$ cat src/rtl/mem_port_arbiter.sv
// -----------------------------------------------------------------------------
// mem_port_arbiter
//
// Shares one single-port RAM between the instruction-fetch port (read-only)
// and the load/store data port. Each port raises req and holds it, together
// with its address/data, until a one-cycle ack. Only one access is on the RAM
// at a time:
//   IDLE -> ISSUE -> (WAIT for reads) -> DONE -> IDLE
// Read data is captured exactly RD_LATENCY cycles after the ISSUE cycle and
// is held in the owning port's rdata register until that port's next read.
//
// Build option:
//   ARB_ROUND_ROBIN_EN  undefined: data port wins every tie (fixed priority).
//                       defined:   the port that did not win last time wins
//                                  a tie; the data port wins the first tie
//                                  after reset.
//
// Ports:
//   clk, reset         clock, asynchronous active-high reset
//   i_req/i_addr       instruction read request and address
//   i_rdata/i_ack      instruction read data, one-cycle completion pulse
//   d_req/d_we/d_addr/d_wdata  data request, 1=write, address, write data
//   d_rdata/d_ack      data read result, one-cycle completion pulse
//   mem_addr/mem_wdata/mem_we  registered RAM controls
//   mem_rdata          RAM read data (valid RD_LATENCY cycles after ISSUE)
//   busy               high whenever an access is in progress
// -----------------------------------------------------------------------------
module mem_port_arbiter #(
  parameter int ADDR_W     = 15,
  parameter int DATA_W     = 32,
  parameter int RD_LATENCY = 2    // legal range 1..4
) (
  input  logic              clk,
  input  logic              reset,
  input  logic              i_req,
  input  logic [ADDR_W-1:0] i_addr,
  output logic [DATA_W-1:0] i_rdata,
  output logic              i_ack,
  input  logic              d_req,
  input  logic              d_we,
  input  logic [ADDR_W-1:0] d_addr,
  input  logic [DATA_W-1:0] d_wdata,
  output logic [DATA_W-1:0] d_rdata,
  output logic              d_ack,
  output logic [ADDR_W-1:0] mem_addr,
  output logic [DATA_W-1:0] mem_wdata,
  output logic              mem_we,
  input  logic [DATA_W-1:0] mem_rdata,
  output logic              busy
);

  localparam logic [1:0] ST_IDLE  = 2'd0;
  localparam logic [1:0] ST_ISSUE = 2'd1;
  localparam logic [1:0] ST_WAIT  = 2'd2;
  localparam logic [1:0] ST_DONE  = 2'd3;

  localparam logic OWN_I = 1'b0;
  localparam logic OWN_D = 1'b1;

  // WAIT counts down from RD_LATENCY-1 to 0; the cycle it reads 0 is the
  // cycle mem_rdata is valid.
  localparam logic [1:0] LAT_LOAD = 2'(RD_LATENCY - 1);

  logic [1:0]        state_reg;
  logic [1:0]        count_reg;
  logic              owner_reg;
  logic [ADDR_W-1:0] mem_addr_reg;
  logic [DATA_W-1:0] mem_wdata_reg;
  logic              mem_we_reg;
  logic [DATA_W-1:0] i_rdata_reg;
  logic [DATA_W-1:0] d_rdata_reg;
  logic              grant_d_next;

`ifdef ARB_ROUND_ROBIN_EN
  logic              last_grant_reg;

  // On a tie the port that lost last time wins.
  always_comb begin
    grant_d_next = d_req && (!i_req || (last_grant_reg == OWN_I));
  end

  always_ff @(posedge clk or posedge reset) begin
    if (reset) begin
      last_grant_reg <= OWN_I;
    end else if ((state_reg == ST_IDLE) && (i_req || d_req)) begin
      last_grant_reg <= grant_d_next;
    end
  end
`else
  // Data port always wins a tie; the instruction port may be starved.
  always_comb begin
    grant_d_next = d_req;
  end
`endif

  always_ff @(posedge clk or posedge reset) begin
    if (reset) begin
      state_reg     <= ST_IDLE;
      count_reg     <= 2'd0;
      owner_reg     <= OWN_I;
      mem_addr_reg  <= '0;
      mem_wdata_reg <= '0;
      mem_we_reg    <= 1'b0;
      i_rdata_reg   <= '0;
      d_rdata_reg   <= '0;
    end else begin
      case (state_reg)
        ST_IDLE: begin
          if (i_req || d_req) begin
            state_reg <= ST_ISSUE;
            owner_reg <= grant_d_next;
            if (grant_d_next) begin
              mem_addr_reg <= d_addr;
              if (d_we) begin
                mem_wdata_reg <= d_wdata;
                mem_we_reg    <= 1'b1;
              end
            end else begin
              mem_addr_reg <= i_addr;
            end
          end
        end
        ST_ISSUE: begin
          // mem_we doubles as the "this access is a write" flag here.
          mem_we_reg <= 1'b0;
          if (mem_we_reg) begin
            state_reg <= ST_DONE;
          end else begin
            state_reg <= ST_WAIT;
            count_reg <= LAT_LOAD;
          end
        end
        ST_WAIT: begin
          if (count_reg == 2'd0) begin
            if (owner_reg == OWN_D) begin
              d_rdata_reg <= mem_rdata;
            end else begin
              i_rdata_reg <= mem_rdata;
            end
            state_reg <= ST_DONE;
          end else begin
            count_reg <= count_reg - 2'd1;
          end
        end
        default: begin
          state_reg <= ST_IDLE;
        end
      endcase
    end
  end

  // Acks are decoded from state so an asynchronous reset clears them at once.
  assign i_ack     = (state_reg == ST_DONE) && (owner_reg == OWN_I);
  assign d_ack     = (state_reg == ST_DONE) && (owner_reg == OWN_D);
  assign busy      = (state_reg != ST_IDLE);
  assign mem_addr  = mem_addr_reg;
  assign mem_wdata = mem_wdata_reg;
  assign mem_we    = mem_we_reg;
  assign i_rdata   = i_rdata_reg;
  assign d_rdata   = d_rdata_reg;

endmodule
$ cat config.mk
export PLATFORM = sky130hd
export DESIGN_NAME = mem_port_arbiter
export DESIGN_NICKNAME = d
export VERILOG_FILES = /design/src/rtl/mem_port_arbiter.sv
export SDC_FILE = /design/constraint.sdc
export NUM_CORES = 1
export LEC_CHECK = 0
export BUFFER_PORTS_ARGS = -buffer_cell sky130_fd_sc_hd__buf_2
export CAP_MARGIN = 10
export CORE_MARGIN = 1
export CORE_UTILIZATION = 50
export DETAILED_ROUTE_END_ITERATION = 12
export GPL_ROUTABILITY_DRIVEN = 0
export PLACE_DENSITY = 0.88
export REMOVE_ABC_BUFFERS = 1
export SLEW_MARGIN = 20
export SYNTH_ARGS = -nofsm -noshare
export SYNTH_HDL_FRONTEND = slang
export SYNTH_SLANG_ARGS = --single-unit
$ cat constraint.sdc
create_clock -name clk -period 4.96 [get_ports clk]
set_clock_uncertainty 0.2 [all_clocks]
set_input_delay 0 -clock clk [delete_from_list [all_inputs] [get_ports clk]]
set_output_delay 0 -clock clk [all_outputs]
set_load 0.01 [all_outputs]
==> results.json <==
{
  "area_delta_synth_final_pct": 60.9,
  "clkTransAtPathRegs_ns": 0.06,
  "grt_antenna_before_repair": 0,
  "ios": 214,
  "rows": 34,
  "post_cts_resize_count": 0,
  "avgSynthCellArea_sq_um": 14.7,
  "maxCapViolCount": 0,
  "total_power_uw": 4760,
  "cts_buffer_depth": 2,
  "cts-root-buf": "clkbuf_8",
  "netlist_area_sq_um": 4660,
  "crit_type": "input pin to async pin",
  "leakagePower_uw": 0.00372,
  "max_freq_mhz": 443,
  "initial_core_util": 0.524,
  "diodes": 0,
  "yosysWarningCount": 0,
  "final_max_slew_viol_count": 0,
  "cts_made_buffers": 17,
  "die_w_microns": 98.5,
  "grt_pass1_vias": 4451,
  "htreeDepth": 4,
  "wl_per_cell_microns": 19.6,
  "wl_microns": 15100,
  "drtAntennaViolNets": 0,
  "first_pass_iters": 10,
  "drt_iter0_markers": 172,
  "crit_path_start_kind": "input pin",
  "r2r-start": "state_reg[0]$_DFFE_PP0P_",
  "ys_ff_latch": 117,
  "core_area_sq_um": 8890,
  "critPathRequiredTime_ns": 5.30,
  "viasPerCell": 5.25,
  "end_kind": "async pin",
  "cp_max_fo": 61,
  "outcome": "complete, but fails checks",
  "worstHoldPathType": "input pin to flop",
  "cts_sinks": 117,
  "rsz0062_at_grt": "false",
  "worst_pin_slew_ns": 0.741,
  "cp-startpoint": "reset",
  "clkLatencyLatePin_ns": 0.49,
  "power_density_nw_per_um2": 634,
  "grt_usage": 0.325,
  "synth_cell_types": 23,
  "relSlewSlack": 0.506,
  "nNetsFinal": 755,
  "vdd_drop_max_mv": 0.380,
  "grt-ovfl-total": 0,
  "drive_gt1_frac": 0.523,
  "vias": 4044,
  "layout_min_cycle_time_ns": 2.26,
  "violations": "design-rule violations",
  "grt_pass1_wl_microns": 23700,
  "setup_viol": 0,
  "drc": 13,
  "dieArea_sq_um": 9710,
  "die_h_microns": 98.5,
  "tritoncts": "yes",
  "min_from": "d_wdata[1]",
  "grt_max_degree": 62,
  "port_buffers": 213,
  "syn_inst": 316,
  "ys_seq_area_frac": 0.628,
  "tns_ns": 0,
  "worstPathArrival_ns": 2.60,
  "place_hpwl_microns": 7740,
  "hold_violations": 0,
  "fin_crit_sh": 0.455
}
## kinds of logic after synthesis
family | after synthesis | synth area share
AO/OA/AOI/OAI | 27 | 0.0338
adder cells (fa/ha/maj) | 6 | 0.0161
buffers and inverters | 23 | 0.0223
flip-flops | 117 | 0.628
multiplexers | 115 | 0.274
AND/OR/NAND/NOR | 28 | 0.0258
## report_power, final
| group | internal, uW | leakage (uW) | total (uW) | switching, uW |
|---|---|---|---|---|
| logic | 962 | 0.00207 | 1880 | 915 |
| clock network | 690 | 0.000271 | 1130 | 439 |
| registers | 1450 | 0.00138 | 1750 | 304 |
## area by class of cell
class | count | area, sq um
Clock buffer | 20 | 445
Clock inverter | 12 | 105
Fill cell | 426 | 1390
Inverter | 8 | 32.5
Multi-Input combinational cell | 176 | 1630
Sequential cell | 117 | 2930
Tap cell | 108 | 135
Timing Repair Buffer | 330 | 2220
## cell usage after synthesis, drive strengths merged
cell type,number,area share
a21oi,3,0.0032
a22o,2,0.0038
a22oi,1,0.0016
a2bb2oi,1,0.0019
a32oi,1,0.0019
and2,1,0.0013
buf,12,0.013
clkbuf,3,0.0024
dfrtp,117,0.63
ha,6,0.016
inv,8,0.0064
mux2,99,0.24
mux2i,16,0.034
nand2,18,0.014
nand3,3,0.0032
nand3b,1,0.0016
nor2,3,0.0024
nor2b,2,0.0027
o211ai,1,0.0016
o21ai,17,0.018
o31ai,1,0.0016
## path summary, 6_finish.rpt
check / end / slack, ns / cells after the start
setup / recovery: i_rdata[13]$_DFFE_PP0P_ / 2.70 / 5
hold / removal: mem_wdata[1]$_DFFE_PP0P_ / 0.07 / 3
min in group asynchronous: d_rdata[10]$_DFFE_PP0P_ / 0.64 / 4
setup reg to reg: mem_addr[5]$_DFFE_PP0P_ / 2.70 / 7
hold reg to reg: mem_wdata[2]$_DFFE_PP0P_ / 0.30 / 1
max in group clk: mem_addr[5]$_DFFE_PP0P_ / 2.70 / 7
## critical path, stage by stage
cell	delay [ns]
dlygate4sd3_1	0.55
buf_2	0.14
dlygate4sd3_1	0.61
inv_4	0.53
buf_4	0.71
## per-stage QoR
step / hold WS, ns / util / cell area (sq um) / std cells / worst slack [ns]
after floorplan: -0.0681 / - / 4590 / 301 / 1.66
after global placement: -0.0543 / 0.655 / 5830 / 627 / 3.05
after detailed placement: -0.0378 / 0.655 / 5830 / 627 / 2.97
after CTS: 0.0444 / 0.843 / 7500 / 771 / 2.71
after global routing: 0.0532 / 0.843 / 7500 / 771 / 2.43
final: 0.0683 / 0.843 / 7500 / 771 / 2.70
## layout by cell type, fill, tap and decap left out, types with 2 or more instances in the layout
cell             n
clkbuf_16       16
dlygate4sd3_1  112
clkinv_2         5
nor2_1           3
o21ai_0         16
mux2_1           2
clkinvlp_4       2
clkbuf_8         3
dfrtp_1        117
mux2_2          97
nand2_1         18
a22o_1           2
clkinv_4         3
nor2b_1          2
buf_2          213
mux2i_1         16
nand3_1          3
inv_1            7
a21oi_1          3
ha_1             6
buf_4            5
## metal layers
layer,global-route usage,wire (microns)
met5,0,0
met4,0.162,558
met3,0.0950,1250
met2,0.585,7920
met1,0.350,5350
## repair_timing
action | CTS | global route
buffers inserted | 0 | 0
endpoints found under the hold margin | 171 | 0
hold buffers | 112 | 0
No activity file was read; power rests on OpenSTA's default activity.
